[src/rtl/neuron_mac_sm.sv]
// neuron_mac_sm: streaming multiply-accumulate producer for the softplus stage.
// Takes (x, w) beats in sign-magnitude Q4.11, seeds the sum with a per-neuron
// bias, and emits one saturated sign-magnitude Q4.11 pre-activation per neuron.
//
// state   | meaning
// --------+-----------------------------------------------------------------
// IDLE    | waiting for the first beat of a neuron; loads bias and p_reg
// ACC     | streaming beats; each cycle adds any pending p_reg into acc
// DRAIN   | no more beats; folds the last p_reg into acc
// CONVERT | two's-complement acc -> saturated sign-magnitude result
// HOLD    | result presented; waits for out_ready
module neuron_mac_sm #(
    parameter int ACC_W   = 32,
    parameter int FRAC    = 11,
    parameter int MAX_LEN = 64
) (
    input  logic        clk,
    input  logic        reset,
    input  logic        in_valid,
    output logic        in_ready,
    input  logic [15:0] x_in,
    input  logic [15:0] w_in,
    input  logic        in_last,
    input  logic [15:0] bias,
    output logic        out_valid,
    input  logic        out_ready,
    output logic [15:0] data_out,
    output logic        sat,
    output logic        len_err
);

    localparam int CNT_W = $clog2(MAX_LEN + 1);

    typedef enum logic [2:0] {
        S_IDLE,
        S_ACC,
        S_DRAIN,
        S_CONVERT,
        S_HOLD
    } state_t;

    state_t             state, next_state;
    logic [ACC_W-1:0]   acc;
    logic [ACC_W-1:0]   p_reg;
    logic               p_pend;
    logic [CNT_W-1:0]   count;

    logic               in_ready_c;
    logic               first_beat;
    logic               take_beat;
    logic               add_en;
    logic               force_end;
    logic               do_cvt;

    logic [29:0]        prod_full;
    logic [ACC_W-1:0]   prod_ext;
    logic [ACC_W-1:0]   prod_tc;
    logic [ACC_W-1:0]   bias_ext;
    logic [ACC_W-1:0]   bias_tc;
    logic               acc_neg;
    logic [ACC_W-1:0]   acc_abs;
    logic               over;
    logic [14:0]        cvt_mag;
    logic [15:0]        cvt_data;

    // Operand conversion: SM product truncated toward zero, SM bias, both into two's complement
    always_comb begin
        prod_full = {15'b0, x_in[14:0]} * {15'b0, w_in[14:0]};
        prod_ext  = ACC_W'(prod_full >> FRAC);
        // a zero magnitude stays +0 regardless of operand signs
        prod_tc   = ((x_in[15] ^ w_in[15]) && (prod_ext != '0)) ? (~prod_ext + 1'b1) : prod_ext;
        bias_ext  = {{(ACC_W-15){1'b0}}, bias[14:0]};
        // 0x8000 (negative zero) falls out as 0 because -0 == 0
        bias_tc   = bias[15] ? (~bias_ext + 1'b1) : bias_ext;
    end

    // Result conversion: magnitude clip at 0x7FFF, zero always reported as +0
    always_comb begin
        acc_neg  = acc[ACC_W-1];
        acc_abs  = acc_neg ? (~acc + 1'b1) : acc;
        over     = (acc_abs[ACC_W-1:15] != '0);
        cvt_mag  = over ? 15'h7FFF : acc_abs[14:0];
        cvt_data = (cvt_mag == 15'd0) ? 16'h0000 : {acc_neg, cvt_mag};
    end

    // State register
    always_ff @(posedge clk or posedge reset) begin
        if (reset) state <= S_IDLE;
        else       state <= next_state;
    end

    // Next-state and datapath control decode
    always_comb begin
        next_state = state;
        in_ready_c = 1'b0;
        first_beat = 1'b0;
        take_beat  = 1'b0;
        add_en     = 1'b0;
        force_end  = 1'b0;
        do_cvt     = 1'b0;
        out_valid  = 1'b0;
        case (state)
            S_IDLE: begin
                in_ready_c = 1'b1;
                if (in_valid) begin
                    first_beat = 1'b1;
                    if (in_last) begin
                        next_state = S_DRAIN;
                    end else if (MAX_LEN == 1) begin
                        next_state = S_DRAIN;
                        force_end  = 1'b1;
                    end else begin
                        next_state = S_ACC;
                    end
                end
            end
            S_ACC: begin
                in_ready_c = 1'b1;
                add_en     = p_pend;
                if (in_valid) begin
                    take_beat = 1'b1;
                    if (in_last) begin
                        next_state = S_DRAIN;
                    end else if (count == CNT_W'(MAX_LEN - 1)) begin
                        next_state = S_DRAIN;
                        force_end  = 1'b1;
                    end
                end
            end
            S_DRAIN: begin
                add_en     = p_pend;
                next_state = S_CONVERT;
            end
            S_CONVERT: begin
                do_cvt     = 1'b1;
                next_state = S_HOLD;
            end
            S_HOLD: begin
                out_valid = 1'b1;
                if (out_ready) next_state = S_IDLE;
            end
            default: next_state = S_IDLE;
        endcase
    end

    // Nothing is accepted while reset is held, even though the state reads IDLE
    assign in_ready = in_ready_c & ~reset;

    // Product / accumulator / result registers
    always_ff @(posedge clk or posedge reset) begin
        if (reset) begin
            acc      <= '0;
            p_reg    <= '0;
            p_pend   <= 1'b0;
            count    <= '0;
            data_out <= '0;
            sat      <= 1'b0;
            len_err  <= 1'b0;
        end else begin
            if (first_beat) begin
                acc     <= bias_tc;
                p_reg   <= prod_tc;
                p_pend  <= 1'b1;
                count   <= CNT_W'(1);
                len_err <= force_end;
            end else begin
                if (add_en) acc <= acc + p_reg;
                if (take_beat) begin
                    p_reg  <= prod_tc;
                    p_pend <= 1'b1;
                    count  <= count + CNT_W'(1);
                    if (force_end) len_err <= 1'b1;
                end else if (add_en) begin
                    p_pend <= 1'b0;
                end
            end
            if (do_cvt) begin
                data_out <= cvt_data;
                sat      <= over;
            end
        end
    end

endmodule
[config.mk]
export PLATFORM = sky130hd
export DESIGN_NAME = neuron_mac_sm
export DESIGN_NICKNAME = d
export VERILOG_FILES = /design/src/rtl/neuron_mac_sm.sv
export SDC_FILE = /design/constraint.sdc
export NUM_CORES = 1
export LEC_CHECK = 0
export CAP_MARGIN = 20
export CORE_UTILIZATION = 33
export DETAILED_ROUTE_END_ITERATION = 10
export HOLD_SLACK_MARGIN = 0.08
export PLACE_DENSITY = 0.51
export SETUP_SLACK_MARGIN = 0.2
export SLEW_MARGIN = 5
export SYNTH_ARGS = -nofsm -noshare
export SYNTH_HDL_FRONTEND = slang
export SYNTH_SLANG_ARGS = --single-unit
[constraint.sdc]
create_clock -name clk -period 4.2 [get_ports clk]
set_input_delay 0.63 -clock clk [delete_from_list [all_inputs] [get_ports clk]]
set_output_delay 0.63 -clock clk [all_outputs]
set_load 0.005 [all_outputs]
======== Word level (Yosys, flattened, before mapping) ========
Cells that the tools add are included.
storage, ports and cells
  flip-flop bits (word level) ............. 93
  input bits .............................. 53
cells by class
  $add $sub $neg .......................... 5
  multipliers ............................. 1
  eq/ne operators ......................... 9
  muxes and demuxes ....................... 35
  bitwise logic cells ..................... 6
  reduce and logical (&&, ||, !) cells .... 13
operators with widths
  operator                                             number
  2-to-1 mux 32 bit                                    7
  adder 32 x 1 -> 32 bit, second input constant        3
  adder 32 bit                                         1
  inverter 15 -> 32 bit                                1
  inverter 19 -> 32 bit                                1
  inverter 32 bit                                      1
  nonzero test 32 bit                                  1
  multiplier 15 x 15 -> 30 bit                         1
  2-to-1 mux 1 bit                                     17
  nonzero test 17 bit                                  1
  2-to-1 mux 16 bit                                    1
  logical NOT 15 bit                                   1
  2-to-1 mux 15 bit                                    1
  2-to-1 mux 3 bit                                     5
  one-hot mux 3 bit (5 select lines)                   1
  2-to-1 mux 7 bit                                     2
  adder 7 x 1 -> 7 bit, second input constant          1
  equality test 7 x 6 -> 1 bit, second input constant  1
  equality test 3 x 2 -> 1 bit, second input constant  2
  != test 2 bit, second input constant                 3
  nonzero test 2 bit                                   3
  AND reduction 4 bit                                  1
  OR reduction 2 bit                                   2
  equality test 3 x 1 -> 1 bit, second input constant  1
  other kinds (10)                                     10

======== Depth between registers and ports, before layout ========
  word-level depth ........................ 8
  gate-level depth with buffers ........... 29

======== Worst setup path after synthesis ========
OpenSTA, ideal clock, no wires.
  kind .................................... in2reg
  start ................................... input x_in[11]
  end ..................................... register p_reg[15]
  arrival ................................. 7.130 ns
  data required time ...................... 4.081 ns
  path slack .............................. -3.049 ns
  stages on the path ...................... 26
  cell sequence ........................... clkbuf_1 > and2_1 > fa_1 > inv_1 > fa_1 > inv_1 > fa_1 > inv_1 > fa_1 > fa_1 > fa_1 > inv_1 > ha_1 > a21oi_1 > and4b_1 > a21bo_2 > a21o_1 > and2_1 > inv_1 > ha_1 > a21boi_0 > and4_1 > nand3_1 > o21ai_0 > o311ai_0 > o21a_1
between the ends
  longest elaborated chain between the ends .. 6
  elaborated cells between the ends (all ways) .. 8
ends and longest elaborated chain
  what                                                                 RTL line  RTL
  start, declared                                                      21        input logic [15:0] x_in,
  multiplier 15 x 15 -> 30 bit (*)                                     68        prod_full = {15'b0, x_in[14:0]} * {15'b0, w_in[14:0]};
  inverter 19 -> 32 bit / nonzero test 32 bit (equally long branches)  71        prod_tc = ((x_in[15] ^ w_in[15]) && (prod_ext != '0)) ? (~prod_ext + 1'b1) : prod_ext;
  adder 32 x 1 -> 32 bit / logical AND 1 bit (equally long branches)   71
  2-to-1 mux 32 bit (*)                                                71
  2-to-1 mux 32 bit                                                    168       if (take_beat) begin
  2-to-1 mux 32 bit (*)                                                160       if (first_beat) begin
  end signal, assigned                                                 162       p_reg <= prod_tc;
  end signal, assigned                                                 169       p_reg <= prod_tc;
  end, declared                                                        44        logic [ACC_W-1:0] p_reg;
Every way passes the cells marked *; elsewhere a longest branch is shown, timed or not. The select of a mux whose other input is x is not followed.
A chain may end at the register's enable or synchronous reset.

======== Worst setup path in the final report ========
  start ................................... input x_in[4]
  end ..................................... register p_reg[16]
Same word-level chain as after synthesis.

==> results.sh <==
export IMPL_numClockSinks=93
export IMPL_ys_flop_type="dfrtp_1"
export IMPL_start_util=0.338
export IMPL_firstDrtPassIters=5
export IMPL_reg2reg_depth=11
export IMPL_path_max_fanout=5
export IMPL_ys_warnings_count=0
export IMPL_clkLatencyLatePin_ps=360
export IMPL_layout_commonest_cell="inv_1"
export IMPL_crit_path_start="x_in[4]"
export IMPL_violations="negative setup slack"
export IMPL_rsz0062_at_grt="true"
export IMPL_portBuffers=72
export IMPL_setup_ws_ps=-2340
export IMPL_crit_path_start_kind="primary input"
export IMPL_vias_per_cell=5.04
export IMPL_grt_max_degree=60
export IMPL_critPathArrivalTime_ps=6770
export IMPL_htreeDepth=3
export IMPL_path_class="primary input to flop"
export IMPL_diodes=0
export IMPL_critPathRequiredTime_ps=4430
export IMPL_ant_nets=0
export IMPL_synth_seq_cells=93
export IMPL_drc=0
export IMPL_synth_edff_count=0
export IMPL_avgSynthCellArea_um2=8.44
export IMPL_yosysTopAreaCell="fa_1"
export IMPL_drv_slew=0
export IMPL_clk_pin_slew_ps=70
export IMPL_numCtsBuffers=9
export IMPL_status="finished, violations left"
export IMPL_async_flop_share=1.00
export IMPL_cts_tree="built"
export IMPL_area_delta_synth_final_pct=31.4
export IMPL_fmax_mhz=153
export IMPL_finClkSkew_ps=7.72
export IMPL_nets=2294
export IMPL_antenna_found_initial=0
export IMPL_relSlewSlack=0.253
export IMPL_drive_above_1_share=0.246
export IMPL_root_buffer="clkbuf_16"
export IMPL_fin_crit_ps=6540
export IMPL_wl_um=40100
export IMPL_vias=12735
export IMPL_post_place_ws_ps=-3340
export IMPL_min_to="p_reg[24]"
export IMPL_gp_routability_congestion=0.870
export IMPL_fin_crit_sh=1.56
export IMPL_grt_total_usage=0.184
export IMPL_setup_tns_ps=-69400
export IMPL_dieArea_um2=44100
export IMPL_grt_pass1_wl_um=65700
export IMPL_hold_viol_final=0
export IMPL_row_count=75
export IMPL_cap_violations=0
export IMPL_core_area_um2=42300
export IMPL_fp_dieW_um=210
export IMPL_hold_path_class="flop to flop"
export IMPL_hold_depth=1
export IMPL_setup_viol=32
export IMPL_synthCells=1693
export IMPL_min_from="p_reg[24]"
export IMPL_ys_types=68
export IMPL_worst_pin_slew_ps=1110
export IMPL_fp_dieH_um=210
export IMPL_synth_top_area_frac=0.234
export IMPL_layout_common_cells="190 x inv_1, 189 x nand2_1, 189 x buf_4, 157 x fa_1, 106 x and2_1"
export IMPL_cts_max_path_buffers=2
export IMPL_wl_per_cell_um=15.9
export IMPL_ios=73
export IMPL_netlist_area_um2=14300
export IMPL_end_kind="flop"
export IMPL_r2r_end="data_out[2]"
export IMPL_yosys_top_cells_area="fa_1 23%, dfrtp_1 16%, ha_1 11%, and2_1 6.0%, inv_1 5.7%"
export IMPL_placedCellCount=2449
export IMPL_drt_iter0_drc=629
export IMPL_dpl_hpwl_um=32000
export IMPL_rrSetupSlack_ps=440
export IMPL_timing_rr_start="acc[6]"
export IMPL_yosysSeqAreaShare=0.163
export IMPL_fin_cells=2529
export IMPL_synth_fp_nets=2040
export IMPL_fillers=4182
export IMPL_grt_pass1_vias=12738
export IMPL_grt_overflow=0
==> cell type report <==
type / count / area (um^2) / share of cell area
clock buffers: 10 / 239 / 0.0127
clock inverters: 6 / 52.6 / 0.00280
inverters: 218 / 821 / 0.0437
multi-input cells: 1308 / 11800 / 0.630
flip-flops and latches: 93 / 2330 / 0.124
well taps: 577 / 722 / 0.0385
repair buffers: 317 / 2790 / 0.148
==> stage by stage <==
stage / utilization / hold slack (ps) / cell area (um^2)
after floorplan: - / 453 / 14700
after global placement: 0.405 / 467 / 17100
after detailed placement: 0.405 / 470 / 17100
after CTS: 0.433 / 488 / 18300
after global routing: 0.444 / 525 / 18800
final: 0.444 / 485 / 18800
==> what timing repair did <==
action / CTS / global route
endpoints found under the hold margin: 0 / 0
buffers inserted: 44 / 15
endpoints found under the setup margin: 32 / 36
hold buffers: 0 / 0
gates resized for setup: 269 / 104
gates cloned: 5 / 0
pin swaps: 91 / 64
==> cells by family after synthesis <==
group	share of synthesized area
simple gates	0.204
flops	0.163
buf+inv	0.0777
mux	0.00648
compound gates	0.155
fa+ha+maj	0.345
xor+xnor	0.0484
==> worst max path at each step <==
stage / end / slack, ps / cells after the start
2_1_floorplan: p_reg[16] / -2390 / 22
3_3_place_gp: p_reg[16] / -3220 / 25
3_5_place_dp: p_reg[17] / -3340 / 24
4_1_cts: p_reg[16] / -2400 / 25
5_1_grt: p_reg[16] / -2530 / 26
6_report: p_reg[16] / -2340 / 26
==> cells in the mapped netlist, types with 8 or more instances <==
cell	number
inv_1	218
nand2_1	204
fa_1	167
and2_1	137
ha_1	127
dfrtp_1	93
nor2_1	91
o21ai_0	83
a21oi_1	74
clkbuf_1	71
xor2_1	41
xnor2_1	38
a21o_1	36
a31oi_1	29
nor3_1	29
nand3_1	25
o211ai_1	17
o21a_1	15
o31ai_1	14
nor4_1	12
nand4_1	11
and3_1	10
a211oi_1	9
nand2b_1	9
nor2b_1	9
a21boi_0	8
or3_1	8
==> per-layer routing <==
metal / up-vias / track usage / routed length [um] / share of wire
met5: - / 0 / 0 / 0
met2: 164 / 0.295 / 18900 / 0.47
met4: 0 / 0.0292 / 341 / 0.0085
met3: 22 / 0.0210 / 1160 / 0.029
li1: 6143 / - / - / -
met1: 6406 / 0.269 / 19700 / 0.49
==> worst max-delay path, stage by stage <==
cell and delay [ps]:
buf_2 120, buf_6 130, and2_4 150, fa_1 530, inv_1 50, fa_1 490, inv_2 40, fa_2 560
fa_2 440, fa_1 480, inv_1 50, fa_1 490, inv_2 50, ha_4 260, buf_6 100, and4_4 260
nand3_4 90, o31a_1 260, buf_4 150, o31a_1 270, buf_4 150, nor2b_1 160, a41oi_4 240, mux2_4 330
o211ai_1 170, o311ai_1 110
Power is not shown: default switching activity piles up to over one toggle a cycle in this logic, so the estimate is an artifact.
